$ cat config.mk
export PLATFORM = sky130hd
export DESIGN_NAME = str_ds_capture_ctrl_flat
export DESIGN_NICKNAME = d
export VERILOG_FILES = /design/src/rtl/str_ds_capture_ctrl_pkg.sv /design/src/rtl/str_ds_capture_ctrl_if.sv /design/src/rtl/str_axis_skid.sv /design/src/rtl/str_ds_capture_ctrl.sv /design/src/flat_wrapper.sv
export SDC_FILE = /design/constraint.sdc
export NUM_CORES = 1
export LEC_CHECK = 0
export ABC_AREA = 0
export CAP_MARGIN = 20
export CORE_AREA = 2 2 113 115
export CTS_CLUSTER_DIAMETER = 120
export DETAILED_ROUTE_END_ITERATION = 7
export DIE_AREA = 0 0 115 117
export PLACE_DENSITY = 0.7
export SKIP_LAST_GASP = 1
export SLEW_MARGIN = 20
export SYNTH_ARGS = -nofsm -noshare
export SYNTH_HDL_FRONTEND = slang
export SYNTH_SLANG_ARGS = --single-unit
export TNS_END_PERCENT = 50
$ cat constraint.sdc
create_clock -name clk -period 5.2 [get_ports clk]
set_input_delay 1.04 -clock clk [delete_from_list [all_inputs] [get_ports clk]]
set_output_delay 1.04 -clock clk [all_outputs]
set_load 0.02 [all_outputs]
$ cat src/rtl/str_ds_capture_ctrl_pkg.sv
// Shared types and default sizing for the down-sampler capture sequencer.
package str_ds_pkg;
  typedef enum logic [1:0] {IDLE, SYNC, RUN, DRAIN} state_e;
  localparam int DEF_DW   = 24;
  localparam int DEF_LAST = 16000;
  localparam int DEF_NW   = 16;
endpackage

$ cat src/rtl/str_ds_capture_ctrl_if.sv
// AXI-stream style beat channel (data + last) with valid/ready handshake.
import str_ds_pkg::*;

interface str_ds_capture_ctrl_if #(parameter int DW = DEF_DW);
  logic [DW-1:0] tdata;
  logic          tlast;
  logic          tvalid;
  logic          tready;

  modport master (output tdata, output tlast, output tvalid, input tready);
  modport slave  (input tdata, input tlast, input tvalid, output tready);
endinterface

$ cat src/rtl/str_axis_skid.sv
// Two-entry skid buffer; ready is the registered not-full flag, so the
// upstream ready never depends combinationally on the downstream ready.
module str_axis_skid #(
  parameter int W = 25
) (
  input  logic         clk,
  input  logic         rst_n,
  input  logic [W-1:0] i_s_data,
  input  logic         i_s_valid,
  output logic         o_s_ready,
  output logic [W-1:0] o_m_data,
  output logic         o_m_valid,
  input  logic         i_m_ready,
  output logic         o_empty
);
  logic [1:0][W-1:0] r_mem;
  logic              r_wp, r_rp;
  logic [1:0]        r_cnt;
  logic              w_push, w_pop;

  assign o_s_ready = (r_cnt != 2'd2);
  assign o_m_valid = (r_cnt != 2'd0);
  assign o_empty   = (r_cnt == 2'd0);
  assign o_m_data  = r_mem[r_rp];
  assign w_push    = i_s_valid & o_s_ready;
  assign w_pop     = o_m_valid & i_m_ready;

  always_ff @(posedge clk or negedge rst_n) begin
    if (!rst_n) begin
      r_mem <= '0;
      r_wp  <= 1'b0;
      r_rp  <= 1'b0;
      r_cnt <= 2'd0;
    end else begin
      if (w_push) begin
        r_mem[r_wp] <= i_s_data;
        r_wp        <= ~r_wp;
      end
      if (w_pop) r_rp <= ~r_rp;
      r_cnt <= r_cnt + {1'b0, w_push} - {1'b0, w_pop};
    end
  end
endmodule

$ cat src/rtl/str_ds_capture_ctrl.sv
// Frame-aligned capture sequencer: syncs on tlast, forwards N whole frames,
// drains the skid buffer, then pulses done. Also flags bad frame spacing/stalls.
module str_ds_capture_ctrl
  import str_ds_pkg::*;
#(
  parameter int DW   = DEF_DW,
  parameter int LAST = DEF_LAST,
  parameter int NW   = DEF_NW
) (
  input  logic                 clk,
  input  logic                 rst_n,
  str_ds_capture_ctrl_if.slave  s_axis,
  str_ds_capture_ctrl_if.master m_axis,
  input  logic                 cfg_start,
  input  logic                 cfg_stop,
  input  logic [NW-1:0]        cfg_nframes,
  output logic                 busy,
  output logic                 done,
  output logic [NW-1:0]        frame_cnt,
  output logic                 frame_err,
  output logic                 stall_err
);
  localparam int             BW       = (LAST > 1) ? $clog2(LAST) : 1;
  localparam logic [BW-1:0]  BEAT_MAX = BW'(LAST - 1);

  state_e        r_state, w_state_nxt;
  logic [NW-1:0] r_nframes, r_frame_cnt, w_frame_cnt_inc;
  logic [BW-1:0] r_beat;
  logic          r_stop_pend, r_done, r_frame_err, r_stall_err, w_done_nxt;
  logic          w_in_rdy, w_acc, w_run_acc;
  logic          w_skid_s_ready, w_skid_m_valid, w_skid_empty;
  logic [DW:0]   w_skid_m_data;

  // Outside RUN the input is always drained so the down-sampler never backs up.
  assign w_in_rdy        = (r_state == RUN) ? w_skid_s_ready : 1'b1;
  assign w_acc           = s_axis.tvalid & w_in_rdy;
  assign w_run_acc       = (r_state == RUN) & w_acc;
  assign w_frame_cnt_inc = r_frame_cnt + NW'(1);

  always_comb begin
    w_state_nxt = r_state;
    w_done_nxt  = 1'b0;
    case (r_state)
      IDLE: begin
        if (cfg_start) begin
          if (cfg_nframes != '0) w_state_nxt = SYNC;
          else                   w_done_nxt  = 1'b1;
        end
      end
      SYNC: begin
        if (cfg_stop) begin
          w_state_nxt = IDLE;
          w_done_nxt  = 1'b1;
        end else if (w_acc && s_axis.tlast) begin
          w_state_nxt = RUN;
        end
      end
      RUN: begin
        if (w_run_acc && s_axis.tlast &&
            ((w_frame_cnt_inc == r_nframes) || r_stop_pend || cfg_stop))
          w_state_nxt = DRAIN;
      end
      DRAIN: begin
        if (w_skid_empty) begin
          w_state_nxt = IDLE;
          w_done_nxt  = 1'b1;
        end
      end
      default: w_state_nxt = IDLE;
    endcase
  end

  always_ff @(posedge clk or negedge rst_n) begin
    if (!rst_n) begin
      r_state     <= IDLE;
      r_done      <= 1'b0;
      r_nframes   <= '0;
      r_frame_cnt <= '0;
      r_beat      <= '0;
      r_stop_pend <= 1'b0;
      r_frame_err <= 1'b0;
      r_stall_err <= 1'b0;
    end else begin
      r_state <= w_state_nxt;
      r_done  <= w_done_nxt;
      if (r_state == IDLE && cfg_start) begin
        r_nframes   <= cfg_nframes;
        r_frame_cnt <= '0;
        r_frame_err <= 1'b0;
        r_stall_err <= 1'b0;
        r_stop_pend <= 1'b0;
      end
      if (r_state == SYNC) r_beat <= '0;
      if (r_state == RUN) begin
        if (cfg_stop) r_stop_pend <= 1'b1;
        if (s_axis.tvalid && !w_skid_s_ready) r_stall_err <= 1'b1;
        // Counter resyncs on every tlast and wraps at LAST-1 on a missing one.
        if (w_run_acc) begin
          if (s_axis.tlast) begin
            r_frame_cnt <= w_frame_cnt_inc;
            r_beat      <= '0;
            if (r_beat != BEAT_MAX) r_frame_err <= 1'b1;
          end else if (r_beat == BEAT_MAX) begin
            r_frame_err <= 1'b1;
            r_beat      <= '0;
          end else begin
            r_beat <= r_beat + BW'(1);
          end
        end
      end
    end
  end

  str_axis_skid #(.W(DW + 1)) u_skid (
    .clk       (clk),
    .rst_n     (rst_n),
    .i_s_data  ({s_axis.tdata, s_axis.tlast}),
    .i_s_valid (s_axis.tvalid & (r_state == RUN)),
    .o_s_ready (w_skid_s_ready),
    .o_m_data  (w_skid_m_data),
    .o_m_valid (w_skid_m_valid),
    .i_m_ready (m_axis.tready),
    .o_empty   (w_skid_empty)
  );

  assign s_axis.tready = w_in_rdy;
  assign m_axis.tdata  = w_skid_m_data[DW:1];
  assign m_axis.tlast  = w_skid_m_data[0];
  assign m_axis.tvalid = w_skid_m_valid;
  assign busy          = (r_state != IDLE);
  assign done          = r_done;
  assign frame_cnt     = r_frame_cnt;
  assign frame_err     = r_frame_err;
  assign stall_err     = r_stall_err;
endmodule

$ cat src/flat_wrapper.sv
// flat-port wrapper written by rule: the top's interface ports become plain ports
module str_ds_capture_ctrl_flat import str_ds_pkg::*;
#(
  parameter int DW   = DEF_DW,
  parameter int LAST = DEF_LAST,
  parameter int NW   = DEF_NW
)
  (clk, rst_n, cfg_start, cfg_stop, cfg_nframes, busy, done, frame_cnt, frame_err, stall_err, s_axis_tdata, s_axis_tlast, s_axis_tvalid, s_axis_tready, m_axis_tdata, m_axis_tlast, m_axis_tvalid, m_axis_tready);
  str_ds_capture_ctrl_if #(.DW(DW)) s_axis_i ();
  str_ds_capture_ctrl_if #(.DW(DW)) m_axis_i ();
  input  logic clk;
  input  logic rst_n;
  input  logic cfg_start;
  input  logic cfg_stop;
  input  logic [NW-1:0] cfg_nframes;
  output logic busy;
  output logic done;
  output logic [NW-1:0] frame_cnt;
  output logic frame_err;
  output logic stall_err;
  input wire logic [$bits(s_axis_i.tdata)-1:0] s_axis_tdata;
  input wire logic [$bits(s_axis_i.tlast)-1:0] s_axis_tlast;
  input wire logic [$bits(s_axis_i.tvalid)-1:0] s_axis_tvalid;
  output wire logic [$bits(s_axis_i.tready)-1:0] s_axis_tready;
  output wire logic [$bits(m_axis_i.tdata)-1:0] m_axis_tdata;
  output wire logic [$bits(m_axis_i.tlast)-1:0] m_axis_tlast;
  output wire logic [$bits(m_axis_i.tvalid)-1:0] m_axis_tvalid;
  input wire logic [$bits(m_axis_i.tready)-1:0] m_axis_tready;
  assign s_axis_i.tdata = s_axis_tdata;
  assign s_axis_i.tlast = s_axis_tlast;
  assign s_axis_i.tvalid = s_axis_tvalid;
  assign s_axis_tready = s_axis_i.tready;
  assign m_axis_tdata = m_axis_i.tdata;
  assign m_axis_tlast = m_axis_i.tlast;
  assign m_axis_tvalid = m_axis_i.tvalid;
  assign m_axis_i.tready = m_axis_tready;
  str_ds_capture_ctrl #(.DW(DW), .LAST(LAST), .NW(NW)) u_core (.clk(clk), .rst_n(rst_n), .s_axis(s_axis_i), .m_axis(m_axis_i), .cfg_start(cfg_start), .cfg_stop(cfg_stop), .cfg_nframes(cfg_nframes), .busy(busy), .done(done), .frame_cnt(frame_cnt), .frame_err(frame_err), .stall_err(stall_err));
endmodule
==> reports/qor.txt, run 1 <==
WP data required: 4.16 ns
Most common cell after layout, fill and taps aside: dfrtp_1
First-pass detailed-route iteration total: 4
Root Buffer: clkbuf_16
Max-cap violations: 0
Vias: 4098
Layout net count: 613
Hold Violations, Final: 0
PwrDens: 534 nW/um^2
Comb power frac: 0.418
Detail Route Antenna Nets: 0
Final min period: 3.16 ns
Latest clock arrival within the worst-skew pair: 0.35 ns
Crit-path max FO: 26
Most frequent cells in the layout: dfrtp_1, clkdlybuf4s50_1, mux2_2
Final Max Slew Viols: 0
Number of synthesized flops with an enable pin: 0
Die W: 115 um
Crit path launch type: flip-flop
First-pass GRT wire length: 20500 um
Number of global-route vias before repair: 4092
Initial antenna violation count: 0
Final period util: 0.607
RSZ-0062 raised after global routing: false
CTS clock-pin slew for the worst setup and hold paths: 0.07 ns
CTS Sinks: 106
Post-Syn Area per Cell: 11.2 um^2
Post-CTS Setup Inserts: 0
Max-slew headroom: 0.366
Mapped Cells: 479
Io pins: 94
TNS Setup: 0 ns
Register area share after synthesis: 0.496
Status: finished, final reports clean
Area growth, synth to finish: 25.3%
Setup crit end kind: primary output
Starting DRT DRC Count: 289
Vias per Instance: 5.72
PortBufs: 93
Most used DFF post-synth: dfrtp_1
CTS tree: built
Multi-input logic area: 2560 um^2
Largest net degree at the start of global routing: 56
Number of remaining DRC errors: 0
CTS Buffer Depth: 2
Die Y: 117 um
Register Area: 2650 um^2
H-tree Lvls: 3
# diodes: 0
Core area: 12300 um^2
Layout fillers: 1058
TritonCTS Buffers: 9
RePlAce Congestion: 0.845
Worst slew pin tran: 0.949 ns
Internal: 2.34 mW
Gr ovfl total: 0
Yosys reg bits: 106
Critical path type: reg2out
Ys Warns: 0
Max IR drop VDD: 0.000399 V
Full die area: 13500 um^2
P_leak: 2.70 nW
Sequential power share: 0.381
DR WL/cell: 17.5 um
Std cell rows: 41
Initial Util: 0.435
Final setup viols: 0
Total length of routed wires: 12500 um
Post-DP HPWL: 8880 um
Sw Ratio: 0.346
Post-CTS Hold Fix Bufs: 0
Clk_skew: 0.00900 ns
Crit path DAT: 2.12 ns
Synth async-reset ratio: 1.00
Clock Power Share: 0.200
Hold WC Path Type: reg2reg
Switching pwr: 1.24 mW
Gr usage total: 0.196
Post-synth cell types: 53
Fraction of layout cells with a size suffix above 1: 0.217
Syn Nets: 530
Synthesized area: 5350 um^2
Maximum clock rate: 317 MHz
CTS resizes: 0
Pwr Total: 3.58 mW
-- power by group through the flow --
stage | clock, mW | sequential [mW] | combinational, mW
after CTS | 0.737 | 1.36 | 1.52
after global placement | 0 | 1.35 | 1.48
final | 0.717 | 1.36 | 1.50
after floorplan | 0 | 1.28 | 1.02
after detailed placement | 0 | 1.38 | 1.51
after global routing | 0.768 | 1.41 | 1.62
-- layout make-up --
| class | count | area share |
|---|---|---|
| clock buffers | 10 | 0.0356 |
| flip-flops and latches | 106 | 0.396 |
| well taps | 150 | 0.0280 |
| repair buffers | 97 | 0.143 |
| multi-input cells | 340 | 0.382 |
| inverters | 8 | 0.00448 |
| clock inverters | 6 | 0.0106 |
-- critical path, cell delays in order (launching register included) --
cell             delay [ns]
dfrtp_2                0.78
mux2_2                 0.40
clkdlybuf4s50_1        0.57
-- synth_stat cells, types with 7 or more instances --
| master | n | area share |
|---|---|---|
| inv_1 | 7 | 0.0049 |
| nand4_1 | 9 | 0.011 |
| nand2_1 | 28 | 0.020 |
| a31oi_1 | 7 | 0.0082 |
| a21oi_1 | 11 | 0.010 |
| nand3_1 | 16 | 0.015 |
| nor2_1 | 23 | 0.016 |
| o21ai_0 | 41 | 0.038 |
| buf_2 | 13 | 0.012 |
| dfrtp_1 | 106 | 0.50 |
| clkbuf_1 | 11 | 0.0077 |
| nand2b_1 | 7 | 0.0082 |
| mux2_2 | 91 | 0.19 |
| o31ai_1 | 11 | 0.015 |
| xnor2_1 | 19 | 0.031 |
-- stage by stage --
stage	utilization	instances	hold slack [ns]	setup WS (ns)	instance area [um^2]
after floorplan	-	479	0.444	2.77	5350
after global placement	0.519	701	0.474	1.90	6390
after detailed placement	0.519	701	0.484	1.98	6390
after CTS	0.544	717	0.500	1.67	6700
after global routing	0.545	717	0.522	1.97	6700
final	0.545	717	0.496	2.04	6700
-- registers in the layout, summed over array words and instances (netlist names), 2 cells and up, named ones only --
name	cells
u_core.u_skid.r_cnt	2
u_core.u_skid.r_mem	50
u_core.r_nframes	16
u_core.frame_cnt	16
u_core.r_beat	14
-- per-layer routing --
metal / vias up / track usage / routed length (um)
met3: 16 / 0.0309 / 499
li1: 1923 / - / -
met2: 105 / 0.320 / 6170
met4: 0 / 0.0723 / 244
met1: 2054 / 0.265 / 5620
met5: - / 0 / 0
-- final timing paths --
path | from | to | slack (ns) | cells after the start
setup / recovery | u_core.u_skid.r_rp$_DFFE_PN0P_ | m_axis_tdata[6] | 2.04 | 2
hold / removal | u_core.u_skid.r_cnt[1]$_DFF_PN0_ | u_core.u_skid.r_cnt[1]$_DFF_PN0_ | 0.50 | 1
setup reg to reg | u_core.frame_cnt[0]$_DFF_PN0_ | u_core.r_state[0]$_DFFE_PN0P_ | 2.83 | 7
hold reg to reg | u_core.u_skid.r_cnt[1]$_DFF_PN0_ | u_core.u_skid.r_cnt[1]$_DFF_PN0_ | 0.50 | 1
max in group asynchronous | rst_n | u_core.u_skid.r_mem[40]$_DFFE_PN0P_ | 3.32 | 2
min in group asynchronous | rst_n | u_core.r_nframes[7]$_DFFE_PN0P_ | 0.72 | 1
-- kinds of logic (layout without fill, tap and decap cells) --
| logic type | count (synthesis) | in the layout | share of synthesized area |
|---|---|---|---|
| and+or+nand+nor | 126 | 126 | 0.126 |
| muxes | 91 | 91 | 0.191 |
| DFF | 106 | 106 | 0.496 |
| adders and majority gates | 4 | 4 | 0.00935 |
| buffers and inverters | 33 | 121 | 0.0262 |
| xor gates and xnor gates | 25 | 25 | 0.0409 |
| AOI/OAI and AO/OA | 94 | 94 | 0.111 |
Power figures use the tool's default switching activity.
==> inputs of run 2 (changes only) <==
- clock period: 5.2 -> 3.2 ns (I/O delays scaled with it)
==> run 2 against run 1 <==
  * Total power is 61% higher
  * Critical endpoint is now m_axis_tdata[2]
  * Largest cell class unchanged
  * Flip-flop and latch count stayed put
  * Largest power group unchanged
  * First-iteration DRC count is 4.5% lower
  * Routed wire length is 1.1% higher
==> reports/qor.txt, run 2 (same netlist as run 1, synthesis figures left out) <==
Inst Count DP: 706
Number of flip-flops under the largest register name: 50
Comb power frac: 0.438
Clk_skew: 0.00776 ns
Delay-heaviest family, CP: buffers and inverters
Crit path max-delay cell type: clkdlybuf4s50_1
P_leak: 2.71 nW
RR Endpoint: u_core.r_state[0]$_DFFE_PN0P_
Status: finished, final reports clean
Worst path bufs/invs: 2
Max-cap violations: 0
Internal: 3.74 mW
Hold WC Path Type: in2async
Fin area: 6710 um^2
Layout fillers: 1090
# diodes: 0
Hold Violations, Final: 0
Std cell rows: 41
Post-Place Worst Slack: 0.506 ns
R2r startpoint: u_core.frame_cnt[0]$_DFF_PN0_
Max-slew headroom: 0.367
Crit path DAT: 1.99 ns
TritonCTS Buffers: 9
Io pins: 94
Fraction of layout cells with a size suffix above 1: 0.219
R2R setup slack: 0.77 ns
Detail Route Antenna Nets: 0
Latest clock arrival within the worst-skew pair: 0.35 ns
Clock Power Share: 0.187
Vias per Instance: 5.54
Fin Hold WS: 0.389 ns
Maximum clock rate: 380 MHz
Initial antenna violation count: 0
Die Y: 117 um
Worst slew pin tran: 0.947 ns
Area after DPL: 6430 um^2
CTS Sinks: 106
Max IR drop VDD: 0.000594 V
CTS tree: built
Post-DP HPWL: 9040 um
Sequential power share: 0.374
Setup crit end kind: primary output
Pwr Total: 5.75 mW
Final min period: 2.63 ns
WP data required: 2.56 ns
Final setup viols: 0
Initial Util: 0.435
Sw Ratio: 0.350
Largest net degree at the start of global routing: 69
Vias: 4000
CP max stage delay: 0.58 ns
Core Util, Final: 0.545
CP Cell Sequence: buf_4, mux2_2, clkdlybuf4s50_1
RePlAce Congestion: 0.842
Switching pwr: 2.01 mW
Final cell count without fillers: 722
Critical path type: reg2out
CTS Buffer Depth: 2
Register Area: 2650 um^2
PortBufs: 93
Total length of routed wires: 12700 um
Number of global-route vias before repair: 4012
Layout net count: 618
Multi-input logic area: 2560 um^2
PwrDens: 856 nW/um^2
Core area: 12300 um^2
CTS clock-pin slew for the worst setup and hold paths: 0.07 ns
Most common cell after layout, fill and taps aside: dfrtp_1
DR WL/cell: 17.5 um
Number of remaining DRC errors: 0
First-pass GRT wire length: 20500 um
Post-CTS Setup Inserts: 0
Reg with most FFs: u_core.u_skid.r_mem
Gr ovfl total: 0
Area growth, synth to finish: 25.5%
Final period util: 0.821
Most frequent cells in the layout: dfrtp_1, clkdlybuf4s50_1, mux2_2
Starting DRT DRC Count: 276
Root Buffer: clkbuf_16
CTS resizes: 0
Crit-path max FO: 26
Gr usage total: 0.197
Post-CTS Hold Fix Bufs: 0
RSZ-0062 raised after global routing: false
TNS Setup: 0 ns
Worst r2r path cells: 7
Crit path launch type: flip-flop
H-tree Lvls: 3
Die W: 115 um
First-pass detailed-route iteration total: 4
Worst Setup SP: u_core.u_skid.r_rp$_DFFE_PN0P_
Setup WS post-layout: 0.572 ns
Final Max Slew Viols: 0
Full die area: 13500 um^2
==> run 2: layout make-up <==
| class | instances | share of cell area |
|---|---|---|
| Clock buffer | 10 | 0.0341 |
| Clock inverter | 6 | 0.00857 |
| Inverter | 8 | 0.00447 |
| Multi-Input combinational cell | 340 | 0.381 |
| Sequential cell | 106 | 0.395 |
| Tap cell | 150 | 0.0280 |
| Timing Repair Buffer | 102 | 0.148 |
==> run 2: how the worst max path moves through the flow <==
| stage | to | slack, ns | cells past startpoint |
|---|---|---|---|
| after floorplan | u_core.r_state[0]$_DFFE_PN0P_ | 1.09 | 7 |
| after global routing | m_axis_tdata[2] | 0.50 | 3 |
| after CTS | m_axis_tdata[2] | 0.55 | 3 |
| after detailed placement | u_core.r_beat[12]$_DFF_PN0_ | 0.51 | 8 |
| after global placement | u_core.r_beat[5]$_DFF_PN0_ | 0.59 | 6 |
| final | m_axis_tdata[2] | 0.57 | 3 |
==> run 2: metal layers <==
| metal | share of wire | track usage | vias to the layer above |
|---|---|---|---|
| li1 | - | - | 1923 |
| met1 | 0.44 | 0.254 | 1947 |
| met2 | 0.50 | 0.331 | 117 |
| met3 | 0.047 | 0.0520 | 13 |
| met4 | 0.014 | 0.0522 | 0 |
| met5 | 0 | 0 | - |
==> run 2: power groups by stage <==
stage / clock [mW] / sequential [mW] / combinational [mW]
after floorplan: 0 / 2.08 / 1.66
after global placement: 0 / 2.13 / 2.49
after detailed placement: 0 / 2.18 / 2.53
after CTS: 1.12 / 2.15 / 2.55
after global routing: 1.18 / 2.22 / 2.73
final: 1.08 / 2.15 / 2.52
